==> src/rtl/pwm_peripheral_if.sv <==
// Configuration and output bundle between the SPI register file (master)
// and the PWM output stage (slave).
interface pwm_peripheral_if;
  logic [7:0]  en_reg_out_7_0;
  logic [7:0]  en_reg_out_15_8;
  logic [7:0]  en_reg_pwm_7_0;
  logic [7:0]  en_reg_pwm_15_8;
  logic [7:0]  pwm_duty_cycle;
  logic [15:0] out;
  logic        period_start;

  modport master (
    output en_reg_out_7_0, en_reg_out_15_8, en_reg_pwm_7_0, en_reg_pwm_15_8,
    output pwm_duty_cycle,
    input  out, period_start
  );

  modport slave (
    input  en_reg_out_7_0, en_reg_out_15_8, en_reg_pwm_7_0, en_reg_pwm_15_8,
    input  pwm_duty_cycle,
    output out, period_start
  );
endinterface

==> src/rtl/pwm_peripheral.sv <==
// 16-channel output stage: each pin is off, static high, or driven by one
// shared 8-bit PWM whose duty is latched only at period boundaries.
module pwm_peripheral #(
  parameter int CLK_DIV = 3000
) (
  input  logic              clk,
  input  logic              rst_n,
  pwm_peripheral_if.slave   io_bus
);

  localparam int              PW        = (CLK_DIV > 1) ? $clog2(CLK_DIV) : 1;
  localparam logic [PW-1:0]   PRESC_MAX = PW'(CLK_DIV - 1);

  logic [PW-1:0] r_presc;
  logic [7:0]    r_cnt;
  logic [7:0]    r_duty_shadow;
  logic [15:0]   r_out;
  logic          r_period_start;

  logic          w_tick;
  logic          w_pstart;
  logic [7:0]    w_duty_eff;
  logic          w_pwm_raw;
  logic [15:0]   w_en_out;
  logic [15:0]   w_en_pwm;
  logic [15:0]   w_out_next;

  assign w_tick   = (r_presc == PRESC_MAX);
  assign w_pstart = (r_cnt == 8'd0) && (r_presc == '0);

  // NOTE: sequential state uses non-blocking assignments so every register
  // samples pre-edge values; the asynchronous clear acts the instant rst_n drops.
  always_ff @(posedge clk or negedge rst_n) begin
    if (!rst_n) begin
      r_presc <= '0;
    end else if (w_tick) begin
      r_presc <= '0;
    end else begin
      r_presc <= r_presc + PW'(1);
    end
  end

  always_ff @(posedge clk or negedge rst_n) begin
    if (!rst_n) begin
      r_cnt <= 8'd0;
    end else if (w_tick) begin
      r_cnt <= r_cnt + 8'd1;
    end
  end

  always_ff @(posedge clk or negedge rst_n) begin
    if (!rst_n) begin
      r_duty_shadow <= 8'h00;
    end else if (w_pstart) begin
      r_duty_shadow <= io_bus.pwm_duty_cycle;
    end
  end

  // The duty presented during the boundary cycle governs that whole period.
  assign w_duty_eff = w_pstart ? io_bus.pwm_duty_cycle : r_duty_shadow;
  assign w_pwm_raw  = (w_duty_eff == 8'hFF) ? 1'b1 : (r_cnt < w_duty_eff);

  assign w_en_out   = {io_bus.en_reg_out_15_8, io_bus.en_reg_out_7_0};
  assign w_en_pwm   = {io_bus.en_reg_pwm_15_8, io_bus.en_reg_pwm_7_0};
  assign w_out_next = w_en_out & (~w_en_pwm | {16{w_pwm_raw}});

  always_ff @(posedge clk or negedge rst_n) begin
    if (!rst_n) begin
      r_out          <= 16'h0000;
      r_period_start <= 1'b0;
    end else begin
      r_out          <= w_out_next;
      r_period_start <= w_pstart;
    end
  end

  assign io_bus.out          = r_out;
  assign io_bus.period_start = r_period_start;

endmodule

==> src/flat_wrapper.sv <==
// flat-port wrapper written by rule: the top's interface ports become plain ports
module pwm_peripheral_flat 
#(
  parameter int CLK_DIV = 3000
)
  (clk, rst_n, io_bus_en_reg_out_7_0, io_bus_en_reg_out_15_8, io_bus_en_reg_pwm_7_0, io_bus_en_reg_pwm_15_8, io_bus_pwm_duty_cycle, io_bus_out, io_bus_period_start);
  pwm_peripheral_if io_bus_i ();
  input  logic clk;
  input  logic rst_n;
  input wire logic [$bits(io_bus_i.en_reg_out_7_0)-1:0] io_bus_en_reg_out_7_0;
  input wire logic [$bits(io_bus_i.en_reg_out_15_8)-1:0] io_bus_en_reg_out_15_8;
  input wire logic [$bits(io_bus_i.en_reg_pwm_7_0)-1:0] io_bus_en_reg_pwm_7_0;
  input wire logic [$bits(io_bus_i.en_reg_pwm_15_8)-1:0] io_bus_en_reg_pwm_15_8;
  input wire logic [$bits(io_bus_i.pwm_duty_cycle)-1:0] io_bus_pwm_duty_cycle;
  output wire logic [$bits(io_bus_i.out)-1:0] io_bus_out;
  output wire logic [$bits(io_bus_i.period_start)-1:0] io_bus_period_start;
  assign io_bus_i.en_reg_out_7_0 = io_bus_en_reg_out_7_0;
  assign io_bus_i.en_reg_out_15_8 = io_bus_en_reg_out_15_8;
  assign io_bus_i.en_reg_pwm_7_0 = io_bus_en_reg_pwm_7_0;
  assign io_bus_i.en_reg_pwm_15_8 = io_bus_en_reg_pwm_15_8;
  assign io_bus_i.pwm_duty_cycle = io_bus_pwm_duty_cycle;
  assign io_bus_out = io_bus_i.out;
  assign io_bus_period_start = io_bus_i.period_start;
  pwm_peripheral #(.CLK_DIV(CLK_DIV)) u_core (.clk(clk), .rst_n(rst_n), .io_bus(io_bus_i));
endmodule
==> config.mk <==
export PLATFORM = sky130hd
export DESIGN_NAME = pwm_peripheral_flat
export DESIGN_NICKNAME = d
export VERILOG_FILES = /design/src/rtl/pwm_peripheral_if.sv /design/src/rtl/pwm_peripheral.sv /design/src/flat_wrapper.sv
export SDC_FILE = /design/constraint.sdc
export NUM_CORES = 1
export LEC_CHECK = 0
export CORE_MARGIN = 2
export CORE_UTILIZATION = 53
export DETAILED_ROUTE_END_ITERATION = 10
export HOLD_SLACK_MARGIN = 0.1
export PLACE_DENSITY = 0.85
export SETUP_SLACK_MARGIN = 0.02
export SYNTH_ARGS = -nofsm -noshare
export SYNTH_HDL_FRONTEND = slang
export SYNTH_SLANG_ARGS = --single-unit
==> constraint.sdc <==
create_clock -name clk -period 6.6 [get_ports clk]
set_input_delay 0.99 -clock clk [delete_from_list [all_inputs] [get_ports clk]]
set_output_delay 0.99 -clock clk [all_outputs]
set_load 0.05 [all_outputs]
==> impl_metrics.csv, run 1 <==
group,metric,value,unit
clock_tree,post-cts-setup-buffers,0,
synthesis,synth_warnings,0,
synthesis,syn_area_per_cell,11.0,sq um
clock_tree,postCtsResizedCells,0,
synthesis,synth_seq_cells,45,
timing,skew,0.00478,ns
pwr,peakVddDrop,108,uV
worst_setup_path,path_cells,"inv_1, ha_1, nor4b_1, nand2_1, nor2_2, mux2_2, inv_1, ha_1, nor3b_1, mux2_2, o31ai_4, a41oi_1",
synthesis,ys_seq_area_frac,0.465,
hold_path,whs_path_depth,1,
drt,totalWireLength,5220,um
floorplanning,die_x,71.6,um
worst_setup_path,reg2reg_depth,12,
timing,slew_headroom,0.345,
synthesis,yosys-top-cells-count,"dfrtp_1, nand2_1, o21ai_0",
synthesis,synth_largest_area_cell,"dfrtp_1",
pwr,powerDensity,171,nW/um^2
floorplanning,initial_core_util,0.552,
global_routing,antenna_found_initial,0,
timing,rsz0062_at_grt,"false",
outcome,outcome,"complete, no violations",
drt,vias,1879,
timing,setup_violations,0,
worst_setup_path,critPathMaxFanout,16,
global_routing,grt_pass1_vias,1849,
timing,max_freq,0.268,GHz
worst_setup_path,cp_num_cells,12,
timing,worst_pin_slew,0.983,ns
cells_and_area,nNetsFinal,330,
drt,route.antenna.remaining_nets,0,
worst_setup_path,cp-start-kind,"flip-flop",
clock_tree,clock_latency,0.29,ns
clock_tree,cts-root-buf,"clkbuf_8",
placement,hpwlAfterDp,3710,um
hold_path,min_path_type,"reg2reg",
cells_and_area,fill_cells,321,
timing,maxSlewViolCount,0,
clock_tree,clkTransAtPathRegs,0.08,ns
synthesis,synth_area_leaders,"dfrtp_1, a41oi_2, ha_1",
clock_tree,cts_sinks,45,
synthesis,synth_edf_count,0,
timing,fin_crit,3.73,ns
cells_and_area,multi_input_area,1170,sq um
pwr,power.net_switching,133,uW
floorplanning,die_h,71.6,um
clock_tree,cts_made_buffers,5,
synthesis,synthesis.area,2420,sq um
drt,drc,0,
clock_tree,hold_buffers,0,
timing,tns,0,ns
pwr,internal-power,394,uW
worst_setup_path,critPathTopFamily,"compound AO/OA/AOI/OAI gates",
synthesis,synth_top_area_share,0.465,
floorplanning,die_area,5120,sq um
worst_setup_path,critPathSlowestCell,"o31ai_4",
global_routing,grt_max_degree,46,
floorplanning,io_pins,59,
pwr,sw_frac_of_total,0.252,
placement,dpl_worst_slack,2.93,ns
timing,final_hold_viol_count,0,
synthesis,synth-main-ff-cell,"dfrtp_1",
timing,post-route-period-util,0.566,
timing,fin_ws,2.87,ns
floorplanning,core_area,4380,sq um
clock_tree,htreeDepth,2,
job,cap_violations,0,
placement,port_buffers,58,
synthesis,synthArstFlopShare,1.00,
pwr,pwr-share-clk,0.307,
synthesis,ys_types,39,
drt,vias_per_cell,5.68,
worst_setup_path,required,6.74,ns
drt,drt_iter0_drc,123,
synthesis,syn_inst,220,
worst_setup_path,crit_buf_inv,2,
global_routing,gr-usage-all-layers,0.216,
floorplanning,rows,24,
placement,place.gp.congestion,0.783,
pwr,power_frac_comb,0.150,
drt,post_drt_wl_per_cell,15.8,um
pwr,p_leak,0.00126,uW
cells_and_area,drive_above_1_share,0.129,
cells_and_area,diodes,0,
synthesis,syn_nets,272,
clock_tree,cts_buffer_depth,2,
drt,dr.pass1.iters,4,
global_routing,overflow,0,
pwr,seq_power_share,0.543,
global_routing,grt_pass1_wl,8640,um
clock_tree,cts_tree,"yes",
worst_setup_path,cp.arrival,3.87,ns
worst_setup_path,cp-end-kind,"flip-flop",
worst_setup_path,critical_path_class,"reg2reg",
cells_and_area,seqCellArea,1130,sq um
synthesis,yosysMostFrequentCell,"dfrtp_1",
worst_setup_path,worst_path_largest_cell_delay,0.81,ns
cells_and_area,syn_to_final_growth,27.5,%
==> final cells by class <==
type / instances / share of cell area
multi-input cells: 153 / 0.380
flip-flops and latches: 45 / 0.365
repair buffers: 60 / 0.191
clock buffers: 6 / 0.0235
well taps: 52 / 0.0211
inverters: 13 / 0.0158
clock inverters: 2 / 0.00324
==> layer usage <==
layer,vias up,global-route usage,wire length [um]
met3,12,0.0338,171
met4,0,0.0901,122
li1,902,-,-
met5,-,0,0
met1,918,0.305,2430
met2,47,0.333,2500
==> layout by cell type, fill, tap and decap left out, types with 2 or more instances in the layout <==
master / instances
nor3b_1: 2
buf_4: 2
clkinv_2: 2
nor2_1: 15
clkbuf_8: 5
a41oi_2: 10
nand2_1: 24
mux2i_1: 4
nor4_2: 2
mux2_2: 6
xor2_1: 3
dfrtp_1: 45
nand4_1: 11
ha_1: 10
and3_1: 4
o21ai_0: 20
clkdlybuf4s50_1: 57
nand3_1: 6
inv_1: 13
xnor2_1: 13
a41oi_1: 6
a21o_1: 3
==> sequential cells by signal, summed over array words and instances, names as in the netlist <==
| register | flops |
|---|---|
| u_core.r_duty_shadow | 8 |
| u_core.io_bus.period_start | 1 |
| u_core.r_cnt | 8 |
| u_core.r_presc | 12 |
| u_core.io_bus.out | 16 |
==> kinds of logic after synthesis <==
kind of cell / Yosys count / share of synthesized area
AOI/OAI and AO/OA: 43 / 0.161
and+or+nand+nor: 74 / 0.170
adders and majority gates: 10 / 0.0517
DFF: 45 / 0.465
xor gates and xnor gates: 16 / 0.0579
muxes: 10 / 0.0444
buffers and inverters: 22 / 0.0496
==> path summary, 6_finish.rpt <==
check | from | to | slack, ns
max | u_core.r_cnt[0]$_DFFE_PN0N_ | u_core.io_bus.out[2]$_DFF_PN0_ | 2.87
min | u_core.r_presc[0]$_DFF_PN0_ | u_core.r_presc[0]$_DFF_PN0_ | 0.49
max reg2reg | u_core.r_cnt[0]$_DFFE_PN0N_ | u_core.io_bus.out[2]$_DFF_PN0_ | 2.87
min reg2reg | u_core.r_presc[0]$_DFF_PN0_ | u_core.r_presc[0]$_DFF_PN0_ | 0.49
max in group asynchronous | rst_n | u_core.io_bus.out[7]$_DFF_PN0_ | 5.15
min in group asynchronous | rst_n | u_core.r_presc[10]$_DFF_PN0_ | 0.85
==> power by group through the flow <==
stage,logic (uW),registers [uW],clock network (uW)
after floorplan,16.3,309,0
after global placement,78.2,291,0
after detailed placement,79.2,291,0
after CTS,79.5,286,165
after global routing,84.5,287,176
final,78.9,286,162
==> stage by stage <==
stage | util | hold WS [ns] | total power (uW) | std cells | cell area, sq um
finish | 0.704 | 0.494 | 527 | 331 | 3090
global route | 0.704 | 0.515 | 547 | 331 | 3090
CTS | 0.704 | 0.491 | 530 | 331 | 3090
detailed placement | 0.686 | 0.481 | 371 | 323 | 3010
global placement | 0.686 | 0.476 | 369 | 323 | 3010
floorplan | - | 0.454 | 326 | 220 | 2420
Note: power is estimated with default switching activity, not from simulation.
==> inputs of run 2 (changes only) <==
--- a/config.mk
+++ b/config.mk
@@ -6,10 +6,10 @@
 export NUM_CORES = 1
 export LEC_CHECK = 0
 export CORE_MARGIN = 2
-export CORE_UTILIZATION = 53
+export CORE_UTILIZATION = 49
 export DETAILED_ROUTE_END_ITERATION = 10
 export HOLD_SLACK_MARGIN = 0.1
-export PLACE_DENSITY = 0.85
+export PLACE_DENSITY = 0.79
 export SETUP_SLACK_MARGIN = 0.02
 export SYNTH_ARGS = -nofsm -noshare
 export SYNTH_HDL_FRONTEND = slang
==> constraint.sdc (replaced) <==
create_clock -name clk -period 3.6 [get_ports clk]
set_input_delay 0.54 -clock clk [delete_from_list [all_inputs] [get_ports clk]]
set_output_delay 0.54 -clock clk [all_outputs]
set_load 0.05 [all_outputs]
==> run 2 against run 1 <==
- power up 84%
- flip-flop and latch count unchanged
- register-to-register slack worse by 2.6 ns
- clock skew up 0.0055 ns
- non-clock buffer count up 2
- hold slack worse by 0.10 ns
- clock-buffer cell count unchanged
- setup slack worse by 2.6 ns
- critical endpoint is now u_core.io_bus.out[4]$_DFF_PN0_
==> impl_metrics.csv, run 2 (synthesis gave the netlist of run 1 again) <==
group,metric,value,unit
placement,place.gp.congestion,0.845,
timing,setup_violations,0,
worst_setup_path,cp.arrival,3.53,ns
pwr,powerDensity,309,nW/um^2
pwr,total_power,969,uW
drt,route.antenna.remaining_nets,0,
hold_path,min_path_type,"in2async",
global_routing,grt_pass1_vias,1835,
cells_and_area,layout_commonest_cell,"clkdlybuf4s50_1",
global_routing,grt_max_degree,46,
cells_and_area,fill_cells,398,
floorplanning,die_area,5520,sq um
worst_setup_path,cp-start-kind,"flip-flop",
cells_and_area,diodes,0,
worst_setup_path,required,3.80,ns
pwr,peakVddDrop,158,uV
clock_tree,clock_latency,0.30,ns
drt,drt_iter0_drc,68,
floorplanning,core_area,4750,sq um
global_routing,gr-usage-all-layers,0.193,
timing,maxSlewViolCount,0,
cells_and_area,final_cell_mix,"clkdlybuf4s50_1, dfrtp_1, nand2_1",
drt,drc,0,
cells_and_area,nNetsFinal,332,
drt,dr.pass1.iters,4,
floorplanning,rows,25,
cells_and_area,syn_to_final_growth,29.5,%
worst_setup_path,critical_path_class,"reg2reg",
clock_tree,htreeDepth,2,
global_routing,gr-usage-met1,0.250,
drt,post_drt_wl_per_cell,14.5,um
clock_tree,cts_buffer_depth,2,
timing,max_freq,0.301,GHz
timing,post-route-period-util,0.924,
clock_tree,clkTransAtPathRegs,0.08,ns
floorplanning,initial_core_util,0.509,
cells_and_area,finalInstanceArea,3130,sq um
clock_tree,cts_made_buffers,5,
timing,worst_pin_slew,0.985,ns
drt,totalWireLength,5060,um
global_routing,antenna_found_initial,0,
pwr,p_leak,0.00127,uW
timing,final_hold_viol_count,0,
outcome,outcome,"complete, no violations",
floorplanning,die_h,74.3,um
floorplanning,io_pins,59,
cells_and_area,largest_reg_flops,16,
timing,skew,0.0103,ns
clock_tree,hold_buffers,0,
global_routing,use_met2,0.317,
drt,vias_per_cell,5.33,
job,cap_violations,0,
placement,placed_area,3030,sq um
floorplanning,die_x,74.3,um
timing,tns,0,ns
clock_tree,cts_tree,"yes",
worst_setup_path,cp-end-kind,"flip-flop",
timing,rsz0062_at_grt,"false",
timing,fin_crit,3.33,ns
global_routing,grt_pass1_wl,8140,um
global_routing,use_met3,0.0379,
clock_tree,cts_sinks,45,
cells_and_area,drive_above_1_share,0.135,
drt,vias,1854,
worst_setup_path,critPathMaxFanout,16,
global_routing,overflow,0,
global_routing,grt-busiest-layer,"met2",
placement,port_buffers,58,
clock_tree,cts-root-buf,"clkbuf_8",
timing,slew_headroom,0.344,
placement,hpwlAfterDp,3650,um
==> run 2: final cells by class <==
cell class	instances	area, sq um	share of cell area
well taps	67	83.8	0.0267
multi-input cells	153	1170	0.375
flip-flops and latches	45	1130	0.359
repair buffers	62	618	0.197
inverters	13	48.8	0.0156
clock buffers	6	72.6	0.0232
clock inverters	2	10.0	0.00319
==> run 2: repair_timing <==
| action | in CTS | in global routing |
|---|---|---|
| endpoints found under the setup margin | 0 | 16 |
| resized for setup | 0 | 0 |
| setup buffers | 0 | 1 |
==> run 2: per-stage QoR <==
stage                     std cells  utilization  hold WS, ns  setup slack [ns]
after global routing            348        0.659        0.485            0.0363
final                           348        0.659        0.391             0.272
after global placement          339        0.638        0.482             0.285
after floorplan                 220            -        0.244             0.490
after CTS                       347        0.655        0.435             0.147
after detailed placement        339        0.638        0.489             0.168
==> run 2: path summary, 6_finish.rpt <==
path | from | to | slack [ns] | depth (start not counted)
worst min-delay path | rst_n | u_core.r_presc[1]$_DFF_PN0_ | 0.39 | 1
max in group asynchronous | rst_n | u_core.io_bus.out[3]$_DFF_PN0_ | 2.59 | 1
worst min register to register | u_core.r_presc[0]$_DFF_PN0_ | u_core.r_presc[0]$_DFF_PN0_ | 0.50 | 1
worst max-delay path | u_core.r_cnt[0]$_DFFE_PN0N_ | u_core.io_bus.out[4]$_DFF_PN0_ | 0.27 | 15
min in group clk | u_core.r_presc[0]$_DFF_PN0_ | u_core.r_presc[0]$_DFF_PN0_ | 0.50 | 1
worst max register to register | u_core.r_cnt[0]$_DFFE_PN0N_ | u_core.io_bus.out[4]$_DFF_PN0_ | 0.27 | 15
==> run 2: power by group <==
group	switching (uW)	internal [uW]
registers	5.44	519
clock network	164	135
logic	75.9	70.3
total	245	724
==> run 2: layer usage <==
layer / vias up / share of wire / wire length, um
li1: 910 / - / -
met1: 898 / 0.44 / 2250
met2: 38 / 0.50 / 2540
met3: 8 / 0.034 / 173
met4: 0 / 0.019 / 97
met5: - / 0 / 0
==> run 2: critical path, stage by stage, from the launching register on <==
cell and delay, ns:
dfrtp_1 0.45, inv_1 0.12, ha_1 0.14, nor4b_1 0.22, nand2_1 0.19, nor2_2 0.16
buf_4 0.18, mux2_2 0.36, inv_1 0.06, ha_1 0.22, a21o_1 0.16, a21o_1 0.16
a21o_1 0.37, nand2_1 0.14, o21ai_0 0.09, a41oi_1 0.22
